**src/rtl/arb_gnt_capture_fifo.sv**
```systemverilog
// Purpose : captures the arbiter's winning client payload and source index into a FIFO.
// Latency : a grant seen at edge N is written at edge N+1; out_valid follows that edge (no bypass).
// Backpressure: o_req_stall asserts at fill >= DEPTH-AFULL_MARGIN; a grant arriving while full
//               without a pop is dropped and flags o_overflow.
//
// Ports:
//   i_clk, i_rst_n            clock, asynchronous active-low reset
//   i_gnt [CLIENTS]           registered one-hot (or zero) grant from the arbiter
//   i_client_data             client i payload at [i*DATA_W +: DATA_W]
//   o_req_stall               request side must stop requesting
//   o_out_valid/i_out_ready   head handshake; o_out_data / o_out_src give the head entry
//   o_fill                    occupancy 0..DEPTH
//   o_overflow                sticky: grant arrived while full with no pop
//   o_err_multi_gnt           sticky: multi-hot grant seen (only when GNT_CHECK_EN is defined)
//
// Optional feature macro: GNT_CHECK_EN (one-hot check, lowest-index winner on multi-hot).
module arb_gnt_capture_fifo #(
  parameter  int CLIENTS      = 16,
  parameter  int DATA_W       = 32,
  parameter  int DEPTH        = 8,
  parameter  int AFULL_MARGIN = 2,
  localparam int SRC_W        = $clog2(CLIENTS),
  localparam int PTR_W        = $clog2(DEPTH),
  localparam int FILL_W       = PTR_W + 1
) (
  input  logic                        i_clk,
  input  logic                        i_rst_n,
  input  logic [CLIENTS-1:0]          i_gnt,
  input  logic [CLIENTS*DATA_W-1:0]   i_client_data,
  output logic                        o_req_stall,
  output logic                        o_out_valid,
  input  logic                        i_out_ready,
  output logic [DATA_W-1:0]           o_out_data,
  output logic [SRC_W-1:0]            o_out_src,
  output logic [FILL_W-1:0]           o_fill,
  output logic                        o_overflow,
  output logic                        o_err_multi_gnt
);

  typedef struct packed {
    logic [SRC_W-1:0]  src;
    logic [DATA_W-1:0] dat;
  } entry_t;

  // Occupancy state is fully encoded by r_fill; the enum is a decoded view of it.
  typedef enum logic [1:0] {
    OCC_EMPTY  = 2'd0,
    OCC_ACTIVE = 2'd1,
    OCC_STALL  = 2'd2
  } occ_e;

  localparam logic [FILL_W-1:0] FILL_FULL  = FILL_W'(DEPTH);
  localparam logic [FILL_W-1:0] FILL_STALL = FILL_W'(DEPTH - AFULL_MARGIN);

  entry_t            r_mem [DEPTH];
  logic [PTR_W-1:0]  r_wr_ptr;
  logic [PTR_W-1:0]  r_rd_ptr;
  logic [FILL_W-1:0] r_fill;
  logic [FILL_W-1:0] w_fill_nxt;
  logic              r_overflow;
  occ_e              w_occ;

  logic              w_push;
  logic              w_pop;
  logic              w_full;
  logic              w_wr_en;
  logic [SRC_W-1:0]  w_sel_src;
  logic [DATA_W-1:0] w_sel_dat;

  // ---------------------------------------------------------------------------
  // Grant decode: pick source index and payload for the entry to be written.
  // ---------------------------------------------------------------------------
`ifdef GNT_CHECK_EN
  logic w_multi;
  logic r_err_multi;

  // x & (x-1) clears the lowest set bit; anything left means more than one bit.
  assign w_multi = |(i_gnt & (i_gnt - CLIENTS'(1)));

  // Scan from the top so the lowest-index set bit is the last to assign.
  always_comb begin
    w_sel_src = '0;
    w_sel_dat = '0;
    for (int i = CLIENTS - 1; i >= 0; i--) begin
      if (i_gnt[i]) begin
        w_sel_src = SRC_W'(i);
        w_sel_dat = i_client_data[i*DATA_W +: DATA_W];
      end
    end
  end

  always_ff @(posedge i_clk or negedge i_rst_n) begin
    if (!i_rst_n) begin
      r_err_multi <= 1'b0;
    end else if (w_push && w_multi) begin
      r_err_multi <= 1'b1;
    end
  end

  assign o_err_multi_gnt = r_err_multi;
`else
  // AND-OR mux: correct for one-hot, merged garbage for multi-hot.
  always_comb begin
    w_sel_src = '0;
    w_sel_dat = '0;
    for (int i = 0; i < CLIENTS; i++) begin
      if (i_gnt[i]) begin
        w_sel_src = w_sel_src | SRC_W'(i);
        w_sel_dat = w_sel_dat | i_client_data[i*DATA_W +: DATA_W];
      end
    end
  end

  assign o_err_multi_gnt = 1'b0;
`endif

  // ---------------------------------------------------------------------------
  // Push / pop qualification
  // ---------------------------------------------------------------------------
  assign w_push  = |i_gnt;
  assign w_pop   = o_out_valid && i_out_ready;
  assign w_full  = (r_fill == FILL_FULL);
  // When full, a simultaneous pop frees the slot being written this same edge.
  assign w_wr_en = w_push && (!w_full || w_pop);

  // Storage is intentionally not reset; validity is tracked by r_fill alone.
  always_ff @(posedge i_clk) begin
    if (w_wr_en) begin
      r_mem[r_wr_ptr] <= '{src: w_sel_src, dat: w_sel_dat};
    end
  end

  always_ff @(posedge i_clk or negedge i_rst_n) begin
    if (!i_rst_n) begin
      r_wr_ptr   <= '0;
      r_rd_ptr   <= '0;
      r_overflow <= 1'b0;
    end else begin
      if (w_wr_en) begin
        r_wr_ptr <= r_wr_ptr + PTR_W'(1);
      end
      if (w_pop) begin
        r_rd_ptr <= r_rd_ptr + PTR_W'(1);
      end
      if (w_push && w_full && !w_pop) begin
        r_overflow <= 1'b1;
      end
    end
  end

  // ---------------------------------------------------------------------------
  // Occupancy state machine: r_fill is the state register.
  // ---------------------------------------------------------------------------
  always_ff @(posedge i_clk or negedge i_rst_n) begin
    if (!i_rst_n) begin
      r_fill <= '0;
    end else begin
      r_fill <= w_fill_nxt;
    end
  end

  always_comb begin
    w_fill_nxt = r_fill;
    w_occ      = OCC_ACTIVE;
    if (w_wr_en && !w_pop) begin
      w_fill_nxt = r_fill + FILL_W'(1);
    end else if (w_pop && !w_wr_en) begin
      w_fill_nxt = r_fill - FILL_W'(1);
    end
    if (r_fill == '0) begin
      w_occ = OCC_EMPTY;
    end else if (r_fill >= FILL_STALL) begin
      w_occ = OCC_STALL;
    end
  end

  // Decoded purely from registered fill, so gnt activity cannot glitch it.
  assign o_req_stall = (w_occ == OCC_STALL);
  assign o_out_valid = (w_occ != OCC_EMPTY);
  assign o_fill      = r_fill;
  assign o_overflow  = r_overflow;
  assign o_out_data  = r_mem[r_rd_ptr].dat;
  assign o_out_src   = r_mem[r_rd_ptr].src;

endmodule

```
**config.mk**
```make
export PLATFORM = sky130hd
export DESIGN_NAME = arb_gnt_capture_fifo
export DESIGN_NICKNAME = d
export VERILOG_FILES = /design/src/rtl/arb_gnt_capture_fifo.sv
export SDC_FILE = /design/constraint.sdc
export NUM_CORES = 1
export LEC_CHECK = 0
export CAP_MARGIN = 15
export CORE_AREA = 2 2 227 229
export CTS_CLUSTER_SIZE = 30
export DETAILED_ROUTE_END_ITERATION = 10
export DIE_AREA = 0 0 229 231
export GPL_ROUTABILITY_DRIVEN = 0
export HOLD_SLACK_MARGIN = 0.15
export SLEW_MARGIN = 20
export SYNTH_ARGS = -nofsm -noshare
export SYNTH_HDL_FRONTEND = slang
export SYNTH_SLANG_ARGS = --single-unit
```
**constraint.sdc**
```tcl
create_clock -name i_clk -period 5.05 [get_ports i_clk]
set_input_delay 1.01 -clock i_clk [delete_from_list [all_inputs] [get_ports i_clk]]
set_output_delay 1.01 -clock i_clk [all_outputs]
set_load 0.02 [all_outputs]
```
## After elaboration in Yosys (flattened, before gate mapping)

Memories as Yosys holds them, arrays and structs flattened.
Index checks and enable logic that the tools add are counted.

- Bits in writable memories: 288
- Word-level logic and storage cells: 78
- Output and inout bits: 44
- Input bits: 531
- Flip-flop bits (word level): 11
- Memories: 1
- ROM bits: 0
- Latch bits: 0

Memory list:

| name | depth | width | read ports | clocked after Yosys merged registers in | write ports | line | RTL |
|---|---|---|---|---|---|---|---|
| r_mem | 8 | 36 | 1 | 0 | 1 | 55 | `entry_t r_mem [DEPTH];` |

- Magnitude comparators: 1
- $add $sub $neg: 4
- Reductions and logical operators: 14
- $mul: 0
- Multiplexer cells: 37
- Equal/unequal tests: 2
- Shifts and indexed selects: 0
- Divide/modulo/power cells: 0
- Bitwise logic cells: 15

Operators by type and width:

| kind | number |
|---|---|
| 32-bit two-way mux | 16 |
| 32-bit bitwise OR | 15 |
| 4-bit two-way mux | 10 |
| 16-bit OR reduction | 1 |
| 3-bit two-way mux | 4 |
| 2-bit two-way mux | 4 |
| 3-bit by 1-bit adder with 3-bit output (second input constant) | 2 |
| 1-bit logical AND | 6 |
| 4-bit by 1-bit adder with 4-bit output (second input constant) | 1 |
| 4-bit == test (second input constant) | 1 |
| 4-bit by 3-bit >= comparator with 1-bit output (second input constant) | 1 |
| 4-bit zero test | 1 |
| 2-bit nonzero test | 2 |
| 4-bit by 1-bit subtractor with 4-bit output (second input constant) | 1 |
| 1-bit zero test | 3 |
| 1-bit two-way mux | 3 |
| 2-bit == test (second input constant) | 1 |
| 1-bit logical OR | 1 |

## Depth between registers and ports, before layout

Gate-level depths: netlist of the first run.

- Word-level depth: 31
- Depth in mapped cells: 12

## Least setup slack after synthesis of the first run

OpenSTA, ideal clock, no wires.

- Path kind: input -> register
- Start: in i_gnt[11]
- End: mem r_mem[1][0] in the netlist's numbering, enable pin
- Library setup time: 0.474 ns
- Cell stages on the path: 5
- Setup slack: 0.473 ns
- Path buffers: 1
- Data required time: 4.576 ns
- Arrival time: 4.103 ns
- Cells stage by stage: clkbuf_1 > nor4_2 > nand4_1 > nand3_1 > nor3_1

- Word-level cells in the longest chain between the ends: 4

RTL lines:

| what | line | RTL |
|---|---|---|
| from (decl) | 28 | `input logic [CLIENTS-1:0] i_gnt,` |
| 16-bit OR reduction | 120 | `assign w_push = \|i_gnt;` |
| 1-bit logical AND | 124 | `assign w_wr_en = w_push && (!w_full \|\| w_pop);` |
| 1-bit two-way mux | 128 | `if (w_wr_en) begin` |
| 1-bit two-way mux (implied by the code) | 129 | `r_mem[r_wr_ptr] <= '{src: w_sel_src, dat: w_sel_dat};` |
| to (decl) | 55 |  |

No other way between the ends.

## Worst setup path in the final report of the first run

- Start: reg r_rd_ptr[0]
- End: out o_out_data[3]

- Word-level cells in the longest chain between the ends: 1

RTL lines:

| what | line | RTL |
|---|---|---|
| from (decl) | 57 | `logic [PTR_W-1:0] r_rd_ptr;` |
| from (signal assigned) | 143 | `r_rd_ptr <= r_rd_ptr + PTR_W'(1);` |
| memory 8 x 36 bit | n/a |  |
| to (decl) | 33 | `output logic [DATA_W-1:0] o_out_data,` |

No other way between the ends.

==> results of run 1 <==
worst reg2reg max path, stage by stage (launching register included):
cell and delay [ps]:
dfrtp_1 460, nor3_1 270, nand3b_1 230, nand2_1 190
inv_1 60, ha_1 220, inv_1 160, ha_1 260
a21o_1 210, a2111oi_0 420, o31ai_1 140
sequential cells by signal, summed over array words and instances, names as in the netlist:
register    flops
r_mem         288
o_fill          4
r_rd_ptr        3
r_wr_ptr        3
o_overflow      1
logic make-up (layout without fill, tap and decap cells):
| family | Yosys count | after routing | share of synthesized area (%) |
|---|---|---|---|
| XOR/XNOR | 6 | 6 | 0.3632 |
| other | 1 | 3 | 0.02592 |
| adder cells (fa/ha/maj) | 6 | 6 | 0.5708 |
| AND/OR/NAND/NOR | 70 | 70 | 2.880 |
| buffers and inverters | 89 | 663 | 2.819 |
| flip-flops | 299 | 299 | 61.68 |
| AO/OA/AOI/OAI | 264 | 264 | 15.87 |
| multiplexers | 112 | 112 | 15.79 |
synth_stat cells (all sizes together):
cell type  count
nand2         10
a22o         128
conb           1
mux4          72
nand3b         2
nand4         33
o21ai          2
ha             5
inv            3
nor2           6
nor4           7
buf           31
a2111oi        1
xnor2          6
dfrtp         11
nor3           6
nand3          3
nand2b         3
a21o           3
o31ai          1
a21oi          1
edfxtp       288
mux2i          1
mux2          39
clkbuf        55
a221oi       128
fa             1
report_power, final:
group,leakage (nW),switching (mW),internal (mW)
combinational,3.82,1.28,1.18
sequential,1.94,0.326,3.04
clock,0.508,0.923,1.38
path summary, 6_finish.rpt:
path	startpoint	to	slack (ps)
max	r_rd_ptr[0]	o_out_data[3]	830
min in group asynchronous	i_rst_n	o_fill[1]	820
max in group asynchronous	i_rst_n	r_rd_ptr[0]	3820
max reg2reg	o_fill[0]	o_fill[3]	2290
min	o_overflow	o_overflow	480
min reg2reg	o_overflow	o_overflow	480
cells in the final DEF (no fill, tap or decap), types with 2 or more instances in the layout:
cell type        synthesis  routed
clkdlybuf4s50_1          0     557
edfxtp_1               288     288
a22o_1                 128     128
a221oi_1               128     128
mux4_1                  57      57
mux2_2                  38      38
nand4_1                 33      33
clkbuf_16                0      31
buf_4                    1      30
buf_2                    7      16
mux4_2                  15      15
nand2_1                 10      10
clkinv_2                 0       8
dfrtp_1                 11       8
nor2_4                   0       6
xnor2_1                  6       6
ha_1                     5       5
clkinv_1                 0       5
bufinv_16                0       5
nor4_1                   4       4
nor3_1                   6       4
a21o_1                   3       3
nand2b_1                 3       3
inv_1                    3       3
nand3_1                  3       3
clkinvlp_4               0       3
dfrtp_4                  0       3
diode_2                  0       2
nor4_2                   2       2
nand3b_1                 2       2
nor3_2                   0       2
o21ai_0                  2       2
area by class of cell:
type | instances | area (um2)
Timing Repair Buffer | 604 | 5901
Antenna cell | 2 | 5.005
Inverter | 3 | 11.26
Clock buffer | 32 | 779.5
Fill cell | 4668 | 28750
Sequential cell | 299 | 8935
Multi-Input combinational cell | 459 | 5191
Clock inverter | 24 | 260.3
Tap cell | 680 | 850.8
metal layers:
metal	vias to the layer above	track usage, %	routed length [um]
li1	4943	-	-
met1	5898	29.10	25680
met2	677	40.71	31870
met3	131	4.768	4809
met4	4	8.300	2316
met5	-	0	27
==> metrics, run 1 <==
largest net degree at the start of global routing=75; synth warn=0; CP Data Required Time=4040 ps; Mapped Nets=1384; Hold Path Class=reg -> reg; post-synthesis sequential area ratio=61.68%; Hold Crit Depth=1; leading area contributor after synthesis=edfxtp_1; Critical-path top delay cell=dfrtp_4; clock insertion delay at the later pin of the skew report=540 ps; Routed Antenna Nets=0; TritonCTS clock tree=built; hold_buf cts=0; first-pass GRT wire length=88950 um; share of post-route cells with drive strength above 1=11.54%; clock-pin slew on the worst setup and hold paths=60 ps; dpl cells=2045; port bufs=573; Final Hold Fails=0; die width=229 um; final hold slack=484.5 ps; drt wl/cell=30.76 um; worst-margin pin slew=1079 ps; HPWL after DPL=46210 um; die area=0.05290 mm2; # IOs=575; worst setup margin=828.3 ps; syn_area_per_cell=17.08 um2; drt drc=0; CTS Buf Count=30; Util after Layout=43.28%; reg2reg path depth=10; global route total overflow=0; crit start category=flop; crit path time final=4222 ps; Global Route Usage Sum=23.49%; CP Cell Sequence=buf_4 > mux4_1 > mux2_2 > clkdlybuf4s50_1; Setup TNS=0 ps; DR pass1 iterations=7; fin cells=2103; share of the synthesized area in the top cell type=59.78%; vias in the first global route=12100; top cells by area, synth=edfxtp_1, mux4_1, a221oi_1, a22o_1, mux2_2; status=finished clean; worst-case vdd ir drop=0.2630 mV; critical path endpoint category=primary output; Tot Pwr=8.127 mW; max incr delay on CP=700 ps; number of register bits inferred by synthesis=299; initial antenna violation count=8; Crit path depth=4; Worst Path Arrival=3210 ps; CTS sink count=299; RSZ-0062 raised after global routing=false; CTS max path bufs=3; synthesized cell area=0.01447 mm2; dpl ws=1226 ps; worst path buffer plus inverter count=2; post-layout instance area=0.02193 mm2; core box area=0.05068 mm2; DR vias=11650; CTS HTree Levels=1; Synth Instances=847; cell family with most CP delay=buffers and inverters; CTS resizes=0; area delta synth->final=51.60%; Die Height=231 um; iteration-0 DRC count of the detailed router=892; Rel. slew slack=28.06%; Via density=5.541; Starting Density=28.55%; FP Rows=83; max-slew violations=0; power density over the cells=370.5 mW/mm2; Net count, final=1934; skew final=10.12 ps; Clock Root Buffer=clkbuf_16; dpl cell area=0.02089 mm2; total of max-cap violations=0; Setup violations, final=0; fmax=236.9 MHz; Routed WL=64700 um; worst setup path category=reg -> out; Cell variety after synth=35; crit path max fanout=23; Final Cycle Share=83.60%; leakage power=6.269 nW; postcts setup bufs=0
Power figures use the tool's default switching activity.
==> inputs of run 2 (changes only) <==
Settings changed: CORE_AREA 2 2 227 229 to 2 2 224 226, DIE_AREA 0 0 229 231 to 0 0 226 228.
Clock period 5.05 ns to 3.8 ns, I/O delays scaled along.
==> run 2 against run 1 <==
Effect of this change: first-iteration DRC count increased by 0.11%; final cell count increased by 0.14%; critical path depth unchanged; critical endpoint is now o_out_data[10].
==> metrics, run 2 (synthesized netlist as in run 1, its figures left out) <==
CTS sink count=299 (unchanged); Routed WL=61910 um (-4.3%); skew final=8.003 ps (-2.116 ps); crit start category=flop; area delta synth->final=52.25%; Global Route Usage Sum=23.05% (-0.44 points); Final Cycle Share=94.18%; port bufs=573 (unchanged); drt drc=0 (unchanged); Int Pwr=7.409 mW (+32%); Util after Layout=44.64% (+1.4 points); drt wl/cell=29.40 um (-4.4%); max-slew violations=0 (unchanged); Reg2Reg Launch Point=o_fill[2]; vias in the first global route=12280 (+1.5%); worst setup margin=221.2 ps (-607.1 ps); Setup violations, final=0 (unchanged); TritonCTS clock tree=built; Rel. slew slack=40.89% (+13 points); die area=0.05153 mm2 (-2.6%); Clock Root Buffer=clkbuf_16; CP Data Required Time=3040 ps (-1000 ps); Net count, final=1942 (+0.41%); dpl ws=406.8 ps (-819.2 ps); Setup TNS=0 ps (unchanged); core box area=0.04935 mm2 (-2.6%); share of post-route cells with drive strength above 1=11.28% (-0.26 points); fmax=279.4 MHz; global route total overflow=0 (unchanged); HPWL after DPL=41820 um (-9.5%); die width=226 um (-1.3%); slack of the worst reg-to-reg path=1180 ps (-1110 ps); CTS resizes=0 (unchanged); Logic pwr share=33.8% (+3.5 points); total of max-cap violations=0 (unchanged); iteration-0 DRC count of the detailed router=893 (+0.11%); crit path time final=3579 ps; final hold slack=481.9 ps (-2.666 ps); RR Endpoint=o_fill[3]; Flop pwr share=39.5% (-1.9 points); most common cell after layout, fill and taps aside=clkdlybuf4s50_1; Via density=5.555 (+0.25%); Hold Crit Depth=1 (unchanged); reg2reg path depth=10 (unchanged); worst-case vdd ir drop=0.4018 mV (+53%); RSZ-0062 raised after global routing=false; Clock Power Share=26.7% (-1.6 points); CTS HTree Levels=1 (unchanged); most frequent cells in the layout=clkdlybuf4s50_1, edfxtp_1, a22o_1, a221oi_1, mux4_1; postcts setup bufs=0 (unchanged); Hold Path Class=reg -> reg; power density over the cells=488.9 mW/mm2 (+32%); CTS max path bufs=3 (unchanged); Tot Pwr=10.77 mW (+33%); initial antenna violation count=7 (-1); multi-input logic area=0.005204 mm2 (+0.24%); clock insertion delay at the later pin of the skew report=550 ps (about the same); DR pass1 iterations=5 (-2); Top reg by flops=r_mem; largest net degree at the start of global routing=39 (-48%); switching share of power=31.21% (+0.12 points); CTS Buf Count=31 (+3.3%); Die Height=228 um (-1.3%); Final Hold Fails=0 (unchanged); clock-pin slew on the worst setup and hold paths=60 ps (about the same); first-pass GRT wire length=85310 um (-4.1%); crit path max fanout=26 (+13%); NetSw=3.361 mW (+33%); # IOs=575 (unchanged); storage element area=0.008932 mm2 (about the same); leakage power=6.302 nW (+0.52%); # fillers=4411 (-5.5%); FP Rows=82 (-1.2%); sink of the worst hold path=o_overflow; status=finished clean; Worst Path Arrival=2820 ps (-390 ps); Largest register FFs=288 (unchanged); hold_sp=o_overflow; hold_buf cts=0 (unchanged); critical path endpoint category=primary output; DR vias=11700 (+0.39%); worst setup path category=reg -> out; Starting Density=29.32% (+0.77 points); worst-margin pin slew=886.7 ps (-192.4 ps); Routed Antenna Nets=0 (unchanged)
run 2: changes by cell type in the layout (fill, tap and decap cells not counted), sizes merged:
cell / delta
clkbuf: +4
clkinvlp: -3
inv: -1
bufinv: -2
buf: +7
diode: +5
clkinv: +1
run 2: layout make-up:
cell class              instances  share of cell area, %
clock inverters                19                 0.7327
diodes                          7                0.07952
inverters                       3                0.05112
well taps                     672                  3.817
clock buffers                  36                  3.607
repair buffers                611                  27.54
flip-flops and latches        299                  40.55
multi-input cells             459                  23.62
run 2: power by group through the flow:
stage | combinational, mW | clock (mW) | sequential (mW)
after floorplan | 1.89 | 0 | 4.25
after global placement | 3.68 | 0 | 4.32
after detailed placement | 3.72 | 0 | 4.32
after CTS | 3.74 | 2.94 | 4.26
after global routing | 3.86 | 3.08 | 4.28
final | 3.64 | 2.87 | 4.25
run 2: routing by layer:
metal	GRT usage, %	share of wire, %	routed length [um]	vias to the layer above
li1	-	-	-	4961
met1	28.55	41	25410	6001
met4	7.864	3.2	1954	4
met5	0	0.034	21	-
met3	4.611	6.8	4223	124
met2	39.93	49	30310	609
run 2: worst max path at each step:
stage | startpoint | endpoint | slack [ps] | cells after the start
floorplan | i_gnt[11] | r_mem[7][0] | 430 | 5
global placement | i_gnt[15] | o_fill[3] | 420 | 11
detailed placement | i_gnt[15] | o_fill[3] | 410 | 11
CTS | r_rd_ptr[1] | o_out_data[10] | 170 | 4
global route | r_rd_ptr[0] | o_out_data[12] | 110 | 4
finish | r_rd_ptr[1] | o_out_data[10] | 220 | 4
run 2: metrics by stage:
stage	cells	instance area, um2
floorplan	847	14480
global placement	2044	21050
detailed placement	2044	21050
CTS	2099	22010
global route	2103	22020
finish	2106	22030
run 2: worst max-delay path, cell delays in order (launching register included):
cell             delay [ps]
dfrtp_4                 690
buf_4                   330
mux4_2                  350
mux2_2                  310
clkdlybuf4s50_1         570
==> inputs of run 3 (changes only) <==
Settings changed: PLACE_DENSITY set to 0.58, SLEW_MARGIN 20 to not set.
==> run 3 against run 2 <==
Effect of this change: sequential share of layout area shrank 0.087 points; core utilization grew 0.096 points; wire length grew 0.31%; worst setup slack lost 87 ps; sequential power grew 1%; final cell count is essentially flat; highest routed layer is now met4; fmax shrank 2.4%; total power grew 1.2%; global-route usage grew 0.41 points; clock-buffer cell count grew 10; register-to-register slack lost 30 ps; sequential cell count is the same.
==> metrics, run 3 (synthesized netlist as in run 1, its figures left out) <==
Util after Layout=44.73% (+0.096 points); crit path time final=3666 ps (+87.05 ps); die area=0.05153 mm2 (unchanged); CTS max path bufs=3 (unchanged); Reg2Reg Launch Point=o_fill[0]; Final Cycle Share=96.47% (+2.3 points); postcts setup bufs=0 (unchanged); sink of the worst hold path=o_overflow; hold_buf cts=0 (unchanged); RSZ-0062 raised after global routing=false; global route total overflow=0 (unchanged); max incr delay on CP=600 ps (-90 ps); Critical-path top delay cell=clkdlybuf4s50_1; max-slew violations=0 (unchanged); worst setup path category=reg -> out; worst-case vdd ir drop=0.3420 mV (-15%); worst-margin pin slew=1030 ps (+143.5 ps); vias in the first global route=12450 (+1.3%); Global Route Usage Sum=23.47% (+0.41 points); Net count, final=1948 (+0.31%); hold_sp=o_overflow; CTS sink count=299 (unchanged); first-pass GRT wire length=86080 um (+0.90%); port bufs=573 (unchanged); Starting Density=29.32% (unchanged); Rel. slew slack=31.16% (-9.7 points); die width=226 um (unchanged); Routed WL=62100 um (+0.31%); dpl ws=330.9 ps (-75.92 ps); DR vias=11550 (-1.3%); Clock Root Buffer=clkbuf_16; HPWL after DPL=42350 um (+1.3%); DR pass1 iterations=5 (unchanged); worst setup margin=134.2 ps (-87.05 ps); cell family with most CP delay=buffers and inverters; CP Cell Sequence=buf_12 > mux4_1 > mux2_2 > clkdlybuf4s50_1; status=finished clean; reg2reg path depth=10 (unchanged); initial antenna violation count=6 (-1); power density over the cells=493.9 mW/mm2 (+1.0%); core box area=0.04935 mm2 (unchanged); Worst Path Arrival=2910 ps (+90 ps); Via density=5.482 (-1.3%); leakage power=6.332 nW (+0.49%); Largest register FFs=288 (unchanged); clock-pin slew on the worst setup and hold paths=60 ps (about the same); Final Hold Fails=0 (unchanged); largest net degree at the start of global routing=37 (-5.1%); critical path endpoint category=primary output; Hold Path Class=reg -> reg; Top reg by flops=r_mem; CP Data Required Time=3040 ps (about the same); skew final=14.67 ps (+6.671 ps); Routed Antenna Nets=0 (unchanged); Die Height=228 um (unchanged); RR Endpoint=o_fill[3]; area delta synth->final=52.58%; clock insertion delay at the later pin of the skew report=490 ps (-60 ps); Setup TNS=0 ps (unchanged); crit path max fanout=36 (+38%); CTS resizes=0 (unchanged); iteration-0 DRC count of the detailed router=709 (-21%); Setup violations, final=0 (unchanged); CTS Buf Count=34 (+9.7%); most frequent cells in the layout=clkdlybuf4s50_1, edfxtp_1, a22o_1, a221oi_1, mux4_1; crit start category=flop; slack of the worst reg-to-reg path=1150 ps (-30 ps); drt drc=0 (unchanged); drt wl/cell=29.48 um (+0.27%); total of max-cap violations=0 (unchanged); most common cell after layout, fill and taps aside=clkdlybuf4s50_1; Hold Crit Depth=1 (unchanged); # IOs=575 (unchanged); final hold slack=500.7 ps (+18.82 ps); CTS HTree Levels=2 (+1); TritonCTS clock tree=built; worst path buffer plus inverter count=2 (unchanged); FP Rows=82 (unchanged); share of post-route cells with drive strength above 1=11.52% (+0.24 points); fmax=272.8 MHz (-2.4%)
run 3: changes by cell type in the layout (fill, tap and decap cells not counted):
| cell | previous run | this run |
|---|---|---|
| bufinv_16 | 3 | 1 |
| clkinv_1 | 10 | 6 |
| buf_4 | 28 | 32 |
| clkinv_2 | 5 | 3 |
| clkbuf_8 | 0 | 1 |
| diode_2 | 7 | 3 |
| buf_12 | 10 | 9 |
| clkbuf_1 | 5 | 10 |
| clkbuf_16 | 31 | 35 |
run 3: report_power, final:
group	switching [mW]	internal [mW]	total, mW
Sequential	0.267	4.04	4.31
Combinational	1.94	1.69	3.63
Clock	1.20	1.77	2.97
Total	3.40	7.50	10.9
run 3: worst max path at each step:
stage,from,to,slack (ps),cells after the start
finish,r_rd_ptr[0],o_out_data[2],130,4
CTS,r_rd_ptr[0],o_out_src[3],70,4
floorplan,i_gnt[11],r_mem[7][0],430,5
detailed placement,i_gnt[9],o_fill[3],330,11
global placement,i_gnt[15],o_fill[3],380,12
global route,r_rd_ptr[0],o_out_data[2],30,4
run 3: through the flow:
stage          cell area (um2)  std cells  total power, mW
2_1_floorplan            14480        847            6.144
3_3_place_gp             21060       2047            8.058
3_5_place_dp             21060       2047            8.088
4_1_cts                  22070       2104            11.08
5_1_grt                  22070       2106            11.38
6_report                 22070       2107            10.90
run 3: area by class of cell:
cell class	count	area [um2]
fillers	4462	27270
multi-input cells	459	5204
inverters	3	11.26
clock buffers	46	927.1
flip-flops and latches	299	8932
repair buffers	614	6076
clock inverters	11	76.32
diodes	3	7.507
well taps	672	840.8
run 3: routing by layer:
layer  routed length (um)  part of all wire, %  GRT usage [%]
met1                25090                   40          29.37
met2                30060                   48          40.21
met3                 4930                  7.9          4.572
met4                 2019                  3.3          8.382
met5                    0                    0              0
